$ cat src/rtl/bcd_subtractor_serial.sv
// Serial packed-BCD subtractor: one digit per cycle, ten's-complement fix-up for negative results.
// Optional input digit checking is enabled by defining BCD_SUB_INPUT_CHECK_EN.
module bcd_subtractor_serial #(
    parameter int DIGITS = 4
) (
    input  logic                  clk,
    input  logic                  rst,
    input  logic                  start,
    input  logic [4*DIGITS-1:0]   a,
    input  logic [4*DIGITS-1:0]   b,
    output logic                  busy,
    output logic                  done,
    output logic [4*DIGITS-1:0]   diff,
    output logic                  sign,
    output logic                  invalid
);

    localparam int W  = 4 * DIGITS;
    localparam int IW = (DIGITS > 1) ? $clog2(DIGITS) : 1;
    localparam logic [IW-1:0] LAST = IW'(DIGITS - 1);

    typedef enum logic [1:0] {
        IDLE,
        SUB,
        FIX,
        DONE
    } state_t;

    state_t          state_q, state_d;
    logic [W-1:0]    opA_q, opA_d;
    logic [W-1:0]    opB_q, opB_d;
    logic [W-1:0]    res_q, res_d;
    logic [IW-1:0]   idx_q, idx_d;
    logic            carry_q, carry_d;
    logic [W-1:0]    diff_q, diff_d;
    logic            sign_q, sign_d;
    logic            busy_q, busy_d;
    logic            done_q, done_d;
    logic [4:0]      step;
`ifdef BCD_SUB_INPUT_CHECK_EN
    logic            invalid_q, invalid_d;
`endif

    // One BCD digit add with decimal correction; returns {carryOut, digit}.
    function automatic logic [4:0] bcdDigitAdd(input logic [3:0] x, input logic [3:0] y,
                                               input logic cin);
        logic [4:0] raw;
        logic [4:0] adj;
        raw = {1'b0, x} + {1'b0, y} + {4'b0000, cin};
        adj = raw + 5'd6;
        if (raw > 5'd9) begin
            return {1'b1, adj[3:0]};
        end
        return {1'b0, raw[3:0]};
    endfunction

`ifdef BCD_SUB_INPUT_CHECK_EN
    function automatic logic hasBadDigit(input logic [W-1:0] v);
        logic bad;
        bad = 1'b0;
        for (int i = 0; i < DIGITS; i++) begin
            if (v[4*i +: 4] > 4'd9) begin
                bad = 1'b1;
            end
        end
        return bad;
    endfunction
`endif

    always_comb begin
        state_d = state_q;
        opA_d   = opA_q;
        opB_d   = opB_q;
        res_d   = res_q;
        idx_d   = idx_q;
        carry_d = carry_q;
        diff_d  = diff_q;
        sign_d  = sign_q;
        step    = 5'd0;
`ifdef BCD_SUB_INPUT_CHECK_EN
        invalid_d = invalid_q;
`endif

        case (state_q)
            IDLE: begin
                if (start) begin
                    opA_d   = a;
                    opB_d   = b;
                    res_d   = '0;
                    idx_d   = '0;
                    carry_d = 1'b1;
                    state_d = SUB;
`ifdef BCD_SUB_INPUT_CHECK_EN
                    invalid_d = 1'b0;
                    if (hasBadDigit(a) || hasBadDigit(b)) begin
                        invalid_d = 1'b1;
                        diff_d    = '0;
                        sign_d    = 1'b0;
                        state_d   = DONE;
                    end
`endif
                end
            end

            // Digit result enters at the top so digit 0 ends up in bits [3:0] after DIGITS shifts.
            SUB: begin
                step    = bcdDigitAdd(opA_q[3:0], 4'd9 - opB_q[3:0], carry_q);
                res_d   = (res_q >> 4) | (W'(step[3:0]) << (W - 4));
                opA_d   = opA_q >> 4;
                opB_d   = opB_q >> 4;
                carry_d = step[4];
                idx_d   = idx_q + IW'(1);
                if (idx_q == LAST) begin
                    idx_d = '0;
                    if (step[4]) begin
                        diff_d  = res_d;
                        sign_d  = 1'b0;
                        state_d = DONE;
                    end else begin
                        carry_d = 1'b1;
                        state_d = FIX;
                    end
                end
            end

            // No final carry means the result is a ten's complement; re-complement it here.
            FIX: begin
                step    = bcdDigitAdd(4'd9 - res_q[3:0], 4'd0, carry_q);
                res_d   = (res_q >> 4) | (W'(step[3:0]) << (W - 4));
                carry_d = step[4];
                idx_d   = idx_q + IW'(1);
                if (idx_q == LAST) begin
                    idx_d   = '0;
                    diff_d  = res_d;
                    sign_d  = 1'b1;
                    state_d = DONE;
                end
            end

            DONE: begin
                state_d = IDLE;
            end

            default: begin
                state_d = IDLE;
            end
        endcase

        busy_d = (state_d == SUB) || (state_d == FIX);
        done_d = (state_d == DONE);
    end

    always_ff @(posedge clk or posedge rst) begin
        if (rst) begin
            state_q   <= IDLE;
            opA_q     <= '0;
            opB_q     <= '0;
            res_q     <= '0;
            idx_q     <= '0;
            carry_q   <= 1'b0;
            diff_q    <= '0;
            sign_q    <= 1'b0;
            busy_q    <= 1'b0;
            done_q    <= 1'b0;
`ifdef BCD_SUB_INPUT_CHECK_EN
            invalid_q <= 1'b0;
`endif
        end else begin
            state_q   <= state_d;
            opA_q     <= opA_d;
            opB_q     <= opB_d;
            res_q     <= res_d;
            idx_q     <= idx_d;
            carry_q   <= carry_d;
            diff_q    <= diff_d;
            sign_q    <= sign_d;
            busy_q    <= busy_d;
            done_q    <= done_d;
`ifdef BCD_SUB_INPUT_CHECK_EN
            invalid_q <= invalid_d;
`endif
        end
    end

    assign busy = busy_q;
    assign done = done_q;
    assign diff = diff_q;
    assign sign = sign_q;
`ifdef BCD_SUB_INPUT_CHECK_EN
    assign invalid = invalid_q;
`else
    assign invalid = 1'b0;
`endif

endmodule
$ cat config.mk
export PLATFORM = sky130hd
export DESIGN_NAME = bcd_subtractor_serial
export DESIGN_NICKNAME = d
export VERILOG_FILES = /design/src/rtl/bcd_subtractor_serial.sv
export SDC_FILE = /design/constraint.sdc
export NUM_CORES = 1
export LEC_CHECK = 0
export ABC_AREA = 1
export CAP_MARGIN = 5
export CORE_MARGIN = 2
export CORE_UTILIZATION = 50
export CTS_BUF_LIST = sky130_fd_sc_hd__clkbuf_8
export DETAILED_ROUTE_END_ITERATION = 16
export PLACE_DENSITY = 0.75
export SLEW_MARGIN = 20
export SYNTH_ARGS = -nofsm -noshare
export SYNTH_HDL_FRONTEND = slang
export SYNTH_SLANG_ARGS = --single-unit
$ cat constraint.sdc
create_clock -name clk -period 7.5 [get_ports clk]
set_input_delay 1.5 -clock clk [delete_from_list [all_inputs] [get_ports clk]]
set_output_delay 1.5 -clock clk [all_outputs]
set_load 0.05 [all_outputs]
==> flow_metrics.py, run 1 <==
metrics = {
    "detailed_routing": {
        "ant_nets": 0,
        "wl_per_cell_um": 12.5,
        "first_iter_violations": 183,
        "avgViaCountPerCell": 5.12,
        "wirelength_mm": 7.49,
        "num_vias": 3054,
        "drcViolationCount": 0,
        "dr.pass1.iters": 4,
    },
    "floorplan": {
        "num_rows": 31,
        "coreArea_sq_um": 7180,
        "die_h_um": 89.6,
        "die_area_sq_um": 8030,
        "initial_utilization_pct": 51.1,
        "die_w_um": 89.6,
        "io-pin-count": 55,
    },
    "clocking": {
        "cts_resized": 0,
        "ctsHoldBuffers": 0,
        "cts_tree": "built",
        "cts_inserted_buffers": 9,
        "clock_latency_ns": 0.34,
        "clkTransAtPathRegs_ns": 0.08,
        "clockBufferDepth": 2,
        "clock-sinks": 72,
        "root_buffer": "clkbuf_8",
        "cts.htree.levels": 3,
        "postCtsSetupRepairBufs": 0,
    },
    "synthesis": {
        "synthesis.nets": 499,
        "yosys_warnings": 0,
        "syn_area_sq_um": 3660,
        "yosys.cell_types.count": 30,
        "synth_xor_area_share_pct": 0.956,
        "synth-seq-area-share_pct": 49.2,
        "ys_ff_latch": 72,
        "synth_top_area_share_pct": 49.2,
        "synth_top_family_by_area": "simple AND/OR/NAND/NOR gates",
        "synth_fa_ha_area_share_pct": 6.56,
        "synth-compound-area-share_pct": 12.9,
        "muxShareOfSynthArea_pct": 0,
        "synth.area.top_cells": "dfrtp_1 49%, nand2_1 12%, nand3_1 5.6%, inv_1 5.5%, ha_1 5.5%",
        "synth_top_area_cell": "dfrtp_1",
        "avgSynthCellArea_sq_um": 8.22,
        "synthSimpleGateAreaFrac_pct": 21.8,
        "syn_inst": 446,
    },
    "place": {
        "port_buffers": 53,
        "gp_congestion": 0.922,
        "dp_hpwl_mm": 5.26,
    },
    "sta": {
        "hold_ws_ns": 0.482,
        "fin_worst_skew_ns": 0.00995,
        "finalMaxSlewViolations": 0,
        "rsz0062_at_grt": "no",
        "final.setup.tns_ns": 0,
        "finalHoldViolations": 0,
        "fmax_mhz": 330,
        "finalCritPeriodShare_pct": 40.4,
        "slew_headroom_pct": 40.5,
        "worstMarginPinSlew_ns": 0.893,
        "setup_viol": 0,
        "period_needed_ns": 3.03,
    },
    "critical_path": {
        "crit_start": "sign",
        "critical-path-top-delay-family": "buffers and inverters",
        "crit_type": "flip-flop to primary output",
        "cp_slowest_stage_delay_ns": 0.81,
        "startpoint_type": "flip-flop",
        "critPathRequiredTime_ns": 6.00,
        "arrival_ns": 1.53,
        "cp_max_fo": 2,
        "r2r_setup_slack_ns": 4.49,
        "path_cells": "clkdlybuf4s50_1",
        "endpoint_kind": "primary output",
        "critPathSlowestCell": "clkdlybuf4s50_1",
        "ff2ff_path_depth": 17,
        "r2r_end": "diff[15]",
        "path_buf_inv": 1,
        "r2r-start": "opB_q[1]",
    },
    "global_routing": {
        "gr-total-overflow": 0,
        "grt_usage_pct": 20.2,
        "antenna_found_initial": 0,
        "grt_pass1_wl_mm": 12.6,
        "grt_pass1_vias": 2932,
        "grt_max_degree": 73,
    },
    "run_status": {
        "outcome": "completed",
    },
    "power_and_ir_drop": {
        "pwr-share-clk_pct": 15.9,
        "power.density_nw_per_um2": 523,
        "power_frac_comb_pct": 57.8,
        "fin_total_pwr_uw": 2360,
        "leakagePower_uw": 0.00216,
        "swShare_pct": 47.7,
        "ir_worst_vdd_mv": 0.202,
        "netSwitchingPower_uw": 1120,
        "p_int_uw": 1230,
        "p_seq_share_pct": 26.3,
    },
    "final_layout": {
        "seq_area_sq_um": 1800,
        "num-nets-final": 547,
        "drive_gt1_share_pct": 6.83,
        "n_fill_cell": 621,
        "diodes": 0,
        "area_delta_synth_final_pct": 23.0,
        "multi_input_area_sq_um": 1560,
    },
    "hold_path": {
        "hold_path_depth": 2,
        "min_path_type": "flip-flop to flip-flop",
        "min_to": "diff[11]",
        "hp-start": "diff[11]",
    },
    "flow_run": {
        "drv_cap": 0,
    },
}
==> final cells by class <==
class,count,share of cell area (%)
clock buffers,10,3.05
flip-flops and latches,72,40.0
inverters,57,4.75
multi-input cells,297,34.7
well taps,99,2.75
clock inverters,5,2.33
repair buffers,57,12.4
==> logic make-up (layout without fill, tap and decap cells) <==
kind of cell               count (synthesis)  in the layout
buffers and inverters                     77            129
xor gates and xnor gates                   4              4
adders and majority gates                 18             18
AOI/OAI and AO/OA                         78             78
and+or+nand+nor                          196            196
other                                      1              1
DFF                                       72             72
==> power groups by stage <==
stage | registers (uW) | logic (uW) | clock network (uW)
after floorplan | 739 | 919 | 0
after global placement | 624 | 1310 | 0
after detailed placement | 628 | 1360 | 0
after CTS | 621 | 1370 | 380
after global routing | 638 | 1540 | 394
final | 620 | 1360 | 375
==> worst register-to-register path, cell delays in order (launching register included) <==
cell	delay (ns)
dfrtp_1	0.42
inv_1	0.07
ha_1	0.29
ha_1	0.35
inv_2	0.05
nand2_1	0.08
nand2_2	0.08
ha_1	0.23
nand2_1	0.06
a21boi_2	0.16
nand2_2	0.10
nand2_4	0.10
inv_2	0.03
nand2_1	0.06
nand3_2	0.45
inv_2	0.28
nand2_1	0.09
nand2_1	0.05
==> metrics by stage <==
step / setup slack (ns) / util (%) / cell area (sq um) / cells
finish: 4.47 / 62.8 / 4510 / 597
global route: 4.22 / 62.8 / 4510 / 597
floorplan: 4.18 / - / 3660 / 446
global placement: 4.28 / 59.4 / 4260 / 582
CTS: 4.09 / 62.7 / 4500 / 597
detailed placement: 4.08 / 59.4 / 4260 / 582
==> cells in the mapped netlist, drive strengths merged <==
| master | n |
|---|---|
| o22ai | 2 |
| nand3 | 41 |
| a31oi | 21 |
| inv | 57 |
| xor2 | 2 |
| dfrtp | 72 |
| nand2 | 125 |
| conb | 1 |
| ha | 16 |
| o211ai | 3 |
| o32ai | 1 |
| o311ai | 1 |
| a22oi | 3 |
| o21ai | 38 |
| a21boi | 1 |
| xnor2 | 2 |
| clkbuf | 13 |
| fa | 2 |
| a21oi | 7 |
| nor2 | 30 |
| o21bai | 1 |
| buf | 7 |
==> sequential cells by signal, summed over array words and instances (netlist names) <==
signal   count
busy         1
opB_q       16
carry_q      1
idx_q        2
state_q      2
diff        16
sign         1
opA_q       16
done         1
res_q       16
==> cells in the final DEF, fill, tap and decap left out, drive strengths merged <==
cell,n
nand2,125
nand3,41
o32ai,1
clkdlybuf4s50,53
nor2,30
inv,57
bufinv,3
buf,4
clkbuf,10
a21boi,1
dfrtp,72
conb,1
xnor2,2
xor2,2
o21ai,38
ha,16
a31oi,21
o311ai,1
o22ai,2
o21bai,1
a22oi,3
clkinvlp,2
o211ai,3
fa,2
a21oi,7
==> worst max-delay path by stage <==
stage,end,slack [ns],cells after the start
after floorplan,busy,4.18,1
after CTS,diff[5],4.09,15
after detailed placement,diff[5],4.08,15
after global routing,diff[3],4.22,15
after global placement,diff[11],4.28,17
final,sign,4.47,1
==> layer usage <==
layer	vias up	global-route usage [%]	part of all wire [%]
met5	-	0	0
met4	0	5.70	1.2
met3	11	5.03	4.8
met2	69	35.0	49
met1	1443	24.9	45
li1	1531	-	-
(Power assumes the default switching activity.)
==> run 2, diff against run 1 <==
Clock period 7.5 ns to 3.15 ns, I/O delays scaled along.
==> run 2 against run 1 <==
Against the previous run:
- sequential cell count is the same
- first-iteration DRC count grew 12%
- utilization grew 0.58 points
- cell area grew 0.92%
- register-to-register slack lost 4.2 ns
- final cell count grew 1.0%
- hold slack gained 0.0049 ns
- largest power group unchanged
==> flow_metrics.py, run 2 (same netlist as run 1, synthesis figures left out) <==
metrics = {
    "final_layout": {
        "multi_input_area_sq_um": 1560,
        "layout_common_cells": "122 x nand2_1, 72 x dfrtp_1, 53 x inv_1, 53 x clkdlybuf4s50_1, 41 x nand3_1",
        "seq_area_sq_um": 1800,
        "drive_gt1_share_pct": 7.74,
        "num-nets-final": 552,
        "n_fill_cell": 627,
        "diodes": 0,
        "utilization_pct": 63.4,
        "area_delta_synth_final_pct": 24.1,
        "final_common_cell": "nand2_1",
    },
    "place": {
        "dp_hpwl_mm": 5.53,
        "port_buffers": 53,
        "gp_congestion": 0.836,
    },
    "detailed_routing": {
        "wl_per_cell_um": 12.7,
        "ant_nets": 0,
        "drcViolationCount": 0,
        "first_iter_violations": 205,
        "wirelength_mm": 7.66,
        "avgViaCountPerCell": 5.07,
        "num_vias": 3056,
        "dr.pass1.iters": 4,
    },
    "critical_path": {
        "endpoint_kind": "flip-flop",
        "r2r_setup_slack_ns": 0.29,
        "critPathSlowestCell": "fa_1",
        "cp_slowest_stage_delay_ns": 0.47,
        "path_cells": "inv_1 -> fa_1 -> inv_1 -> fa_1 -> inv_1 -> ha_1 -> nand2_1 -> a21boi_2 -> nand2_2 -> nand2_4 -> o21ai_0 -> a22oi_1 -> ha_1",
        "crit_start": "carry_q",
        "path_depth": 13,
        "path_buf_inv": 3,
        "cp_max_fo": 6,
        "endpoint": "busy",
        "r2r_end": "busy",
        "crit_type": "flip-flop to flip-flop",
        "r2r-start": "carry_q",
        "startpoint_type": "flip-flop",
        "arrival_ns": 3.09,
        "critPathRequiredTime_ns": 3.38,
        "timing.critical_path.mode_cell": "inv_1",
        "ff2ff_path_depth": 13,
        "critical-path-top-delay-family": "adder cells",
    },
    "sta": {
        "worstMarginPinSlew_ns": 0.707,
        "finalCritPeriodShare_pct": 90.9,
        "setup_viol": 0,
        "finalHoldViolations": 0,
        "fmax_mhz": 349,
        "rsz0062_at_grt": "no",
        "slew_headroom_pct": 52.7,
        "period_needed_ns": 2.86,
        "final.setup.tns_ns": 0,
        "fin_worst_skew_ns": 0.0128,
        "hold_ws_ns": 0.487,
        "finalMaxSlewViolations": 0,
    },
    "power_and_ir_drop": {
        "swShare_pct": 48.0,
        "netSwitchingPower_uw": 2710,
        "ir_worst_vdd_mv": 0.541,
        "pwr-share-clk_pct": 14.7,
        "p_seq_share_pct": 26.3,
        "p_int_uw": 2930,
        "power_frac_comb_pct": 59.0,
        "power.density_nw_per_um2": 1240,
        "leakagePower_uw": 0.00219,
    },
    "clocking": {
        "ctsHoldBuffers": 0,
        "clockBufferDepth": 2,
        "clock_latency_ns": 0.35,
        "postCtsSetupRepairBufs": 0,
        "clock-sinks": 72,
        "cts.htree.levels": 3,
        "cts_inserted_buffers": 9,
        "clkTransAtPathRegs_ns": 0.08,
        "cts_resized": 0,
        "root_buffer": "clkbuf_8",
        "cts_tree": "built",
    },
    "global_routing": {
        "grt_pass1_wl_mm": 12.8,
        "gr-total-overflow": 0,
        "grt_pass1_vias": 2823,
        "grt_usage_pct": 20.7,
        "antenna_found_initial": 0,
        "grt_max_degree": 52,
    },
    "floorplan": {
        "die_area_sq_um": 8030,
        "die_h_um": 89.6,
        "die_w_um": 89.6,
        "coreArea_sq_um": 7180,
        "initial_utilization_pct": 51.1,
        "num_rows": 31,
        "io-pin-count": 55,
    },
    "flow_run": {
        "drv_cap": 0,
    },
    "run_status": {
        "outcome": "completed",
    },
    "hold_path": {
        "min_path_type": "flip-flop to flip-flop",
    },
}
==> run 2: how the worst min path moves through the flow <==
stage	start	endpoint	slack [ns]	cells after the start
final	diff[10]	diff[10]	0.49	2
after global routing	diff[5]	diff[5]	0.52	2
after CTS	diff[10]	diff[10]	0.49	2
after detailed placement	diff[10]	diff[10]	0.47	2
after global placement	diff[1]	diff[1]	0.47	2
after floorplan	res_q[14]	diff[10]	0.46	2
==> run 2: power by group through the flow <==
stage	clock [uW]	combinational (uW)	sequential [uW]
2_1_floorplan	0	2190	1760
3_3_place_gp	0	3160	1490
3_5_place_dp	0	3240	1510
4_1_cts	845	3270	1490
5_1_grt	886	3760	1520
6_report	829	3320	1480
==> run 2: cell type report <==
class / instances / area share [%]
clock buffers: 10 / 3.03
clock inverters: 6 / 1.98
inverters: 57 / 4.70
multi-input cells: 297 / 34.3
flip-flops and latches: 72 / 39.6
well taps: 99 / 2.72
repair buffers: 62 / 13.7
==> run 2: per-stage QoR <==
| stage | setup WS [ns] | cells | power [uW] | area [sq um] |
|---|---|---|---|---|
| finish | 0.288 | 603 | 5640 | 4550 |
| global route | 0.0284 | 603 | 6170 | 4550 |
| CTS | 0.247 | 602 | 5600 | 4520 |
| detailed placement | 0.274 | 586 | 4740 | 4290 |
| global placement | 0.435 | 586 | 4640 | 4290 |
| floorplan | 0.578 | 446 | 3950 | 3660 |
==> run 2: worst reg2reg max path: cells and delay by family (launching register included) <==
kind,cells,cell delay (ns)
adders and majority gates,4,1.32
AOI/OAI and AO/OA,3,0.50
DFF,1,0.37
buffers and inverters,3,0.29
and+or+nand+nor,3,0.26
==> run 2: metal layers <==
metal	up-vias	routed length, um	GRT usage [%]
met5	-	0	0
met4	0	126	7.73
met3	14	263	3.38
met2	56	3730	33.2
met1	1441	3540	28.3
li1	1545	-	-
==> run 3, diff against run 2 <==
Settings changed: CORE_ASPECT_RATIO set to 2.
==> run 3 against run 2 <==
Against the previous run:
- total power is 2.2% lower
- first-iteration DRC count fell by 29%
- cell area shrank 0.85%
- hold slack got worse by 0.0047 ns
- sequential share of layout area grew 0.34 points
- sequential power about the same
- via count hardly changed
- critical endpoint is now diff[14]
==> flow_metrics.py, run 3 (same netlist as run 1, synthesis figures left out) <==
metrics = {
    "run_status": {
        "outcome": "completed",
    },
    "detailed_routing": {
        "avgViaCountPerCell": 5.13,
        "ant_nets": 0,
        "wirelength_mm": 7.51,
        "num_vias": 3055,
        "drcViolationCount": 0,
        "first_iter_violations": 146,
        "wl_per_cell_um": 12.6,
        "dr.pass1.iters": 6,
    },
    "clocking": {
        "root_buffer": "clkbuf_8",
        "cts_tree": "built",
        "clockBufferDepth": 2,
        "cts_inserted_buffers": 9,
        "clock-sinks": 72,
        "ctsHoldBuffers": 0,
        "cts.htree.levels": 3,
        "clock_latency_ns": 0.34,
        "clkTransAtPathRegs_ns": 0.07,
        "cts_resized": 0,
        "postCtsSetupRepairBufs": 0,
    },
    "sta": {
        "period_needed_ns": 2.84,
        "finalMaxSlewViolations": 0,
        "fmax_mhz": 352,
        "final.setup.tns_ns": 0,
        "setup_viol": 0,
        "fin_worst_skew_ns": 0.00942,
        "finalCritPeriodShare_pct": 90.3,
        "worstMarginPinSlew_ns": 0.963,
        "slew_headroom_pct": 35.5,
        "finalHoldViolations": 0,
        "rsz0062_at_grt": "no",
    },
    "final_layout": {
        "area_delta_synth_final_pct": 23.0,
        "final_common_cell": "nand2_1",
        "layout_common_cells": "122 x nand2_1, 72 x dfrtp_1, 53 x inv_1, 53 x clkdlybuf4s50_1, 41 x nand3_1",
        "drive_gt1_share_pct": 7.55,
        "n_fill_cell": 652,
        "num-nets-final": 551,
        "seq_area_sq_um": 1800,
        "fin_area_sq_um": 4510,
        "diodes": 0,
        "multi_input_area_sq_um": 1560,
    },
    "power_and_ir_drop": {
        "leakagePower_uw": 0.00217,
        "ir_worst_vdd_mv": 0.731,
        "power.density_nw_per_um2": 1220,
    },
    "floorplan": {
        "die_h_um": 125,
        "io-pin-count": 55,
        "initial_utilization_pct": 51.2,
        "die_area_sq_um": 8070,
        "coreArea_sq_um": 7160,
        "die_w_um": 64.5,
        "num_rows": 44,
    },
    "hold_path": {
        "hold_path_depth": 2,
        "min_path_type": "flip-flop to flip-flop",
    },
    "global_routing": {
        "grt_max_degree": 45,
        "gr-total-overflow": 0,
        "grt_usage_pct": 20.5,
        "grt_pass1_vias": 2954,
        "antenna_found_initial": 0,
        "grt_pass1_wl_mm": 13.0,
    },
    "place": {
        "gp_congestion": 0.845,
        "dp_hpwl_mm": 5.32,
        "port_buffers": 53,
        "dpl_cell_area_sq_um": 4290,
    },
    "critical_path": {
        "arrival_ns": 3.08,
        "crit_type": "flip-flop to flip-flop",
        "startpoint_type": "flip-flop",
        "critPathRequiredTime_ns": 3.39,
        "cp_max_fo": 29,
        "ff2ff_path_depth": 17,
        "endpoint_kind": "flip-flop",
    },
    "flow_run": {
        "drv_cap": 0,
    },
}
-- run 3: changes by cell type in the layout (fill, tap and decap cells not counted), sizes merged --
cell    before  now
bufinv       2    1
inv         58   57
buf          9    8
clkbuf      10   12
-- run 3: worst paths after layout --
path	slack [ns]	startpoint	end
worst max-delay path	0.31	opA_q[0]	diff[14]
worst min-delay path	0.48	diff[1]	diff[1]
worst max register to register	0.31	opA_q[0]	diff[14]
worst min register to register	0.48	diff[1]	diff[1]
max in group asynchronous	2.08	rst	res_q[0]
min in group asynchronous	0.55	rst	diff[9]
-- run 3: layout make-up --
class | count | area share (%)
multi-input cells | 297 | 34.6
inverters | 57 | 4.74
clock inverters | 4 | 1.14
flip-flops and latches | 72 | 40.0
clock buffers | 12 | 3.66
well taps | 92 | 2.55
repair buffers | 61 | 13.4
-- run 3: worst max-delay path: stages (launching register included) --
cell	delay [ns]
dfrtp_1	0.32
inv_1	0.06
fa_1	0.41
inv_1	0.11
fa_1	0.45
inv_1	0.11
ha_1	0.19
nand2_1	0.05
a21boi_2	0.15
nand2_2	0.11
nand2_4	0.08
inv_2	0.05
nand2_1	0.04
nand3_1	0.07
buf_4	0.29
inv_2	0.11
nand2_1	0.08
nand2_1	0.04
-- run 3: metal layers --
metal | track usage (%) | part of all wire, % | vias up
met4 | 9.64 | 2.2 | 0
met2 | 33.1 | 50 | 50
li1 | - | - | 1538
met3 | 3.33 | 3.1 | 11
met1 | 26.7 | 45 | 1456
met5 | 0 | 0 | -
-- run 3: stage by stage --
stage / hold slack [ns] / worst slack (ns) / utilization (%) / total power, uW / instances
after floorplan: 0.465 / 0.578 / - / 3950 / 446
after global placement: 0.469 / 0.401 / 60.0 / 4660 / 579
after detailed placement: 0.470 / 0.319 / 60.0 / 4730 / 579
after CTS: 0.487 / 0.310 / 63.0 / 5540 / 595
after global routing: 0.515 / 0.0744 / 63.0 / 6070 / 595
final: 0.482 / 0.307 / 63.0 / 5510 / 595
-- run 3: where the power goes --
group,switching (uW),internal [uW]
combinational,2140,1120
sequential,193,1290
clock,342,431
total,2670,2840
